$ cat config.mk
export PLATFORM = sky130hd
export DESIGN_NAME = ps2_host_tx
export DESIGN_NICKNAME = d
export VERILOG_FILES = /design/src/rtl/ps2_host_tx.sv
export SDC_FILE = /design/constraint.sdc
export NUM_CORES = 1
export LEC_CHECK = 0
export ABC_AREA = 1
export BUFFER_PORTS_ARGS = -buffer_cell sky130_fd_sc_hd__buf_4
export CORE_MARGIN = 2
export CORE_UTILIZATION = 45
export CTS_BUF_LIST = sky130_fd_sc_hd__clkbuf_4
export CTS_CLUSTER_DIAMETER = 120
export DETAILED_ROUTE_END_ITERATION = 8
export PLACE_DENSITY = 0.76
export SETUP_SLACK_MARGIN = 0.02
export SLEW_MARGIN = 15
export SYNTH_ARGS = -nofsm -noshare
export SYNTH_HDL_FRONTEND = slang
export SYNTH_SLANG_ARGS = --single-unit
export TNS_END_PERCENT = 30
$ cat constraint.sdc
create_clock -name clock -period 1.7 [get_ports clock]
set_clock_uncertainty 0.1 [all_clocks]
set_input_delay 0.085 -clock clock [delete_from_list [all_inputs] [get_ports clock]]
set_output_delay 0.085 -clock clock [all_outputs]
set_load 0.005 [all_outputs]
$ cat src/rtl/ps2_host_tx.sv
// Host-to-device PS/2 transmitter: inhibit, request-to-send, 8 data bits with odd
// parity, stop and device ACK. Both lines are driven open-drain through drive-low enables.
module ps2_host_tx #(
    parameter int unsigned INHIBIT_CYCLES = 5000,
    parameter int unsigned TIMEOUT_CYCLES = 750000,
    parameter int unsigned SYNC_STAGES    = 2
) (
    input  logic       clock,
    input  logic       resetn,
    input  logic [7:0] tx_data,
    input  logic       tx_valid,
    output logic       tx_ready,
    output logic       busy,
    output logic       tx_done,
    output logic       tx_error,
    input  logic       ps2_clk_in,
    input  logic       ps2_dat_in,
    output logic       ps2_clk_oe,
    output logic       ps2_dat_oe
);

    localparam int unsigned CNT_MAX  = (TIMEOUT_CYCLES > INHIBIT_CYCLES) ? TIMEOUT_CYCLES
                                                                          : INHIBIT_CYCLES;
    localparam int unsigned CNT_W    = $clog2(CNT_MAX + 1);
    localparam int unsigned FRAME_W  = 10;
    localparam int unsigned IDX_W    = 4;
    localparam int unsigned LAST_IDX = FRAME_W - 1;

    typedef enum logic [2:0] {
        S_IDLE,
        S_INHIBIT,
        S_SEND,
        S_ACK,
        S_RELEASE
    } state_e;

    state_e               state_q, state_d;
    logic [FRAME_W-1:0]   frame_q, frame_d;
    logic [IDX_W-1:0]     bit_idx_q, bit_idx_d;
    logic [CNT_W-1:0]     cnt_q, cnt_d;
    logic                 clk_oe_q, clk_oe_d;
    logic                 dat_oe_q, dat_oe_d;
    logic                 done_q, done_d;
    logic                 error_q, error_d;
    logic                 ready_q, ready_d;
    logic                 busy_q, busy_d;

    logic [SYNC_STAGES-1:0] clk_sync_q;
    logic [SYNC_STAGES-1:0] dat_sync_q;
    logic                   clk_prev_q;
    logic                   clk_s_c;
    logic                   dat_s_c;
    logic                   fall_c;
    logic                   timeout_c;

    // Line synchronizers; idle level of both lines is high.
    always_ff @(posedge clock or negedge resetn) begin
        if (!resetn) begin
            clk_sync_q <= '1;
            dat_sync_q <= '1;
            clk_prev_q <= 1'b1;
        end else begin
            clk_sync_q <= {clk_sync_q[SYNC_STAGES-2:0], ps2_clk_in};
            dat_sync_q <= {dat_sync_q[SYNC_STAGES-2:0], ps2_dat_in};
            clk_prev_q <= clk_sync_q[SYNC_STAGES-1];
        end
    end

    assign clk_s_c   = clk_sync_q[SYNC_STAGES-1];
    assign dat_s_c   = dat_sync_q[SYNC_STAGES-1];
    assign fall_c    = clk_prev_q && !clk_s_c;
    assign timeout_c = (cnt_q == CNT_W'(TIMEOUT_CYCLES - 1));

    // Next-state and registered-output logic.
    always_comb begin
        state_d   = state_q;
        frame_d   = frame_q;
        bit_idx_d = bit_idx_q;
        cnt_d     = cnt_q;
        clk_oe_d  = clk_oe_q;
        dat_oe_d  = dat_oe_q;
        done_d    = 1'b0;
        error_d   = 1'b0;

        case (state_q)
            S_IDLE: begin
                clk_oe_d = 1'b0;
                dat_oe_d = 1'b0;
                if (tx_valid && ready_q) begin
                    frame_d   = {1'b1, ~^tx_data, tx_data};
                    bit_idx_d = '0;
                    cnt_d     = '0;
                    clk_oe_d  = 1'b1;
                    dat_oe_d  = (INHIBIT_CYCLES <= 1);
                    state_d   = S_INHIBIT;
                end
            end

            S_INHIBIT: begin
                if (cnt_q == CNT_W'(INHIBIT_CYCLES - 1)) begin
                    clk_oe_d = 1'b0;
                    cnt_d    = '0;
                    state_d  = S_SEND;
                end else begin
                    cnt_d = cnt_q + CNT_W'(1);
                    // Start bit goes low during the final inhibit cycle.
                    if (cnt_q == CNT_W'(INHIBIT_CYCLES - 2)) begin
                        dat_oe_d = 1'b1;
                    end
                end
            end

            S_SEND: begin
                if (fall_c) begin
                    dat_oe_d  = ~frame_q[bit_idx_q];
                    bit_idx_d = bit_idx_q + IDX_W'(1);
                    cnt_d     = '0;
                    if (bit_idx_q == IDX_W'(LAST_IDX)) begin
                        state_d = S_ACK;
                    end
                end else if (timeout_c) begin
                    clk_oe_d = 1'b0;
                    dat_oe_d = 1'b0;
                    error_d  = 1'b1;
                    state_d  = S_IDLE;
                end else begin
                    cnt_d = cnt_q + CNT_W'(1);
                end
            end

            S_ACK: begin
                clk_oe_d = 1'b0;
                dat_oe_d = 1'b0;
                if (fall_c) begin
                    cnt_d = '0;
                    if (!dat_s_c) begin
                        state_d = S_RELEASE;
                    end else begin
                        error_d = 1'b1;
                        state_d = S_IDLE;
                    end
                end else if (timeout_c) begin
                    error_d = 1'b1;
                    state_d = S_IDLE;
                end else begin
                    cnt_d = cnt_q + CNT_W'(1);
                end
            end

            S_RELEASE: begin
                clk_oe_d = 1'b0;
                dat_oe_d = 1'b0;
                if (clk_s_c && dat_s_c) begin
                    done_d  = 1'b1;
                    state_d = S_IDLE;
                end else if (fall_c) begin
                    cnt_d = '0;
                end else if (timeout_c) begin
                    error_d = 1'b1;
                    state_d = S_IDLE;
                end else begin
                    cnt_d = cnt_q + CNT_W'(1);
                end
            end

            default: begin
                clk_oe_d = 1'b0;
                dat_oe_d = 1'b0;
                state_d  = S_IDLE;
            end
        endcase

        // Ready returns one cycle after a done/error pulse.
        ready_d = (state_d == S_IDLE) && !done_d && !error_d;
        busy_d  = (state_d != S_IDLE);
    end

    always_ff @(posedge clock or negedge resetn) begin
        if (!resetn) begin
            state_q   <= S_IDLE;
            frame_q   <= '0;
            bit_idx_q <= '0;
            cnt_q     <= '0;
            clk_oe_q  <= 1'b0;
            dat_oe_q  <= 1'b0;
            done_q    <= 1'b0;
            error_q   <= 1'b0;
            ready_q   <= 1'b1;
            busy_q    <= 1'b0;
        end else begin
            state_q   <= state_d;
            frame_q   <= frame_d;
            bit_idx_q <= bit_idx_d;
            cnt_q     <= cnt_d;
            clk_oe_q  <= clk_oe_d;
            dat_oe_q  <= dat_oe_d;
            done_q    <= done_d;
            error_q   <= error_d;
            ready_q   <= ready_d;
            busy_q    <= busy_d;
        end
    end

    assign tx_ready   = ready_q;
    assign busy       = busy_q;
    assign tx_done    = done_q;
    assign tx_error   = error_q;
    assign ps2_clk_oe = clk_oe_q;
    assign ps2_dat_oe = dat_oe_q;

endmodule
==> summary.md <==
| Metric | Value |
|---|---|
| Min cycle time layout | `1.714 ns` |
| Root buf cell | `clkbuf_4` |
| Syn Area/Cell | `6.761 sq um` |
| Highest metal used | `met4` |
| Synth Warn # | `0` |
| I/O pin count | `19` |
| Final hold slack | `0.1431 ns` |
| Vias in the first global route | `3,113` |
| Power Dens Cells | `490.7 nW/um^2` |
| Die W | `86.50 um` |
| Netlist cell types | `31` |
| Max VDD drop | `0.0003737 V` |
| CP Data Arrival Time | `1.88 ns` |
| CP max FO | `4` |
| Element type at the critical path end | `flop` |
| WL/cell | `14.04 um` |
| Part of the cycle the worst path needs | `100.8%` |
| Post-synthesis compound-gate area fraction | `7.353%` |
| Initial Utilization | `45.84%` |
| # setup viols final | `2` |
| Die area | `7482 sq um` |
| First-iteration detailed-routing DRC count | `245` |
| R2R setup slack | `-0.01 ns` |
| DIE HEIGHT | `86.50 um` |
| Outcome | `finished with violations` |
| Post-route ant nets | `0` |
| Clk_lat worst skew | `0.37 ns` |
| Syn Inst Count | `453` |
| Post-detail-place hpwl | `5.801 mm` |
| DR DRC count | `0` |
| Global-route wire length before repair | `13.90 mm` |
| Kind of critical path | `reg -> reg` |
| Post-Syn Area | `3063 sq um` |
| Area of the core | `6681 sq um` |
| Seq/Total Area, Yosys | `39.46%` |
| Worst R2R Start | `cnt_q[12]$_DFFE_PN0P_` |
| Reg-to-reg critical path endpoint | `busy$_DFF_PN0_` |
| First-pass DRT Iterations | `5` |
| Failing checks | `negative setup slack` |
| RePlAce Congestion | `0.9732` |
| Largest family of logic cells by synthesized area | `simple AND/OR/NAND/NOR gates` |
| Clock buffer depth | `2` |
| CTS tree | `built` |
| Post-synthesis xor/xnor area fraction | `4.289%` |
| Synth Register Bits | `48` |
| Initial antenna violation count | `0` |
| RSZ-0062 raised after global routing | `true` |
| Total Neg Setup Slack | `-0.01894 ns` |
| Final #Nets | `542` |
| Post-Synth Adder-Cell Area | `1.634%` |
| P_leak | `1.938 nW` |
| Vias per cell | `5.305` |
| Tot GR Track Use | `23.41%` |
| Final Hold Viols | `0` |
| Most common cell after layout, fill and taps aside | `nand2_1` |
| Layout overhead on the synthesized area | `31.62%` |
| Mux contribution to synthesized area | `0%` |
| GRT overflow | `0` |
| Critical Path RT | `1.87 ns` |
| Row count | `30` |
| Rel. slew slack | `58.11%` |
| Sink Count | `48` |
| Metal-1 WL | `3.755 mm` |
| Max Slew Vio Count | `0` |
| Max-cap viol count | `0` |
| Met3 Routed Length | `469 um` |
| Setup slack after layout | `-0.01384 ns` |
| Type of the most critical hold path | `in -> async` |
| FF-to-FF path depth | `9` |
| Routed length on met2 | `4.117 mm` |
| Drt total wl | `8.507 mm` |
| Share of cells above drive strength 1 | `24.90%` |
| Cts bufs inserted | `5` |
| Clk pin slew, worst setup/hold paths | `0.15 ns` |
| Htree depth | `2` |
| Achievable Freq | `0.5835 GHz` |
| Synth Area in Simple Gates | `39.75%` |
| Pin count of the biggest net entering global routing | `49` |
| Commonest cells after routing, fill and taps aside | `nand2_1 (164), buf_4 (59), inv_1 (42)` |
| Syn_nets | `470` |
| Startpoint types | `flop` |
| Via count | `3,215` |
| Number of buffers inserted by port buffering | `18` |
| Antenna cells | `0` |
| Slew @ Worst Pin | `0.6284 ns` |
how the worst max path moves through the flow:
| stage | start | endpoint | slack (ns) | cells past startpoint |
|---|---|---|---|---|
| after floorplan | cnt_q[1]$_DFFE_PN0P_ | cnt_q[10]$_DFFE_PN0P_ | 0.05 | 9 |
| after CTS | cnt_q[1]$_DFFE_PN0P_ | cnt_q[4]$_DFFE_PN0P_ | -0.02 | 8 |
| after global placement | cnt_q[15]$_DFFE_PN0P_ | busy$_DFF_PN0_ | -0.05 | 9 |
| after global routing | cnt_q[6]$_DFFE_PN0P_ | cnt_q[13]$_DFFE_PN0P_ | -0.10 | 11 |
| after detailed placement | cnt_q[10]$_DFFE_PN0P_ | tx_error$_DFF_PN0_ | -0.07 | 7 |
| final | cnt_q[12]$_DFFE_PN0P_ | busy$_DFF_PN0_ | -0.01 | 9 |
final cells by class:
cell class	count	area (sq um)
Clock buffer	5	37.54
Fill cell	591	2650
Timing Repair Buffer	76	636.9
Multi-Input combinational cell	347	1818
Clock inverter	3	42.54
Inverter	47	181.4
Tap cell	80	100.1
Sequential cell	48	1215
what timing repair did:
action | CTS | global route
setup buffers | 1 | 6
hold buffers | 12 | 0
hold endpoints to repair | 53 | 0
pin swaps | 4 | 12
endpoints found under the setup margin | 25 | 39
resized for setup | 15 | 43
routing by layer:
layer	track usage, %	up-vias
li1	-	1596
met1	30.51	1490
met2	39.58	107
met3	3.429	22
met4	8.523	0
met5	0	-
synthesized netlist by cell type:
library cell  instances  area [sq um]
nand2_1             171         641.9
nor2_1               45         168.9
inv_1                43         161.4
dfrtp_1              42          1051
nand3_1              38         190.2
o21ai_0              18         90.09
nand4_1              17         106.4
xor2_1                8         70.07
buf_2                 7         35.03
xnor2_1               7         61.31
dfstp_2               6         157.7
nor3_1                6         30.03
o21ai_1               6         30.03
a21oi_1               4         20.02
ha_1                  4         50.05
inv_2                 4         15.01
clkbuf_1              3         11.26
nor2_2                3         18.77
o21bai_1              3         22.52
o22ai_1               3         18.77
a31oi_1               2         12.51
nand2_2               2         12.51
nand3_2               2         20.02
o211ai_1              2         15.01
and2_1                1         6.260
and3_1                1         6.260
buf_4                 1         7.510
nor3_2                1         10.01
o21ai_2               1         8.760
o31ai_1               1         7.510
or2_2                 1         6.260
state kept, by name, indices dropped and copies added, names as in the netlist, 2 cells and up:
name        cells
cnt_q          20
clk_sync_q      2
state_q         3
dat_sync_q      2
frame_q        10
bit_idx_q       4
per-stage QoR:
stage	power [mW]	utilization (%)	worst slack, ns	std cells	instance area [sq um]
2_1_floorplan	1.215	-	0.04573	453	3079
3_5_place_dp	1.278	53.63	-0.07203	579	3583
4_1_cts	1.994	57.60	-0.01609	600	3849
5_1_grt	2.059	60.34	-0.1033	606	4031
3_3_place_gp	1.276	53.63	-0.05073	579	3583
6_report	1.978	60.34	-0.01384	606	4031
where the power goes:
group / total [mW] / leakage (nW) / switching [mW] / internal [mW]
combinational: 0.123 / 1.33 / 0.0617 / 0.0615
sequential: 1.16 / 0.567 / 0.00328 / 1.15
clock: 0.699 / 0.0428 / 0.391 / 0.308
critical path: stages, from the launching register on:
cell,delay [ns]
dfrtp_1,0.43
nand2_1,0.11
inv_1,0.07
nand2_1,0.07
nor3_2,0.27
nand4_1,0.21
nand2_1,0.12
nand3_1,0.11
inv_1,0.07
nand2_1,0.04
kinds of logic after synthesis:
group / count (synthesis)
adders and majority gates: 4
xor gates and xnor gates: 15
DFF: 48
AOI/OAI and AO/OA: 40
and+or+nand+nor: 288
buffers and inverters: 58
(Power assumes the default switching activity.)
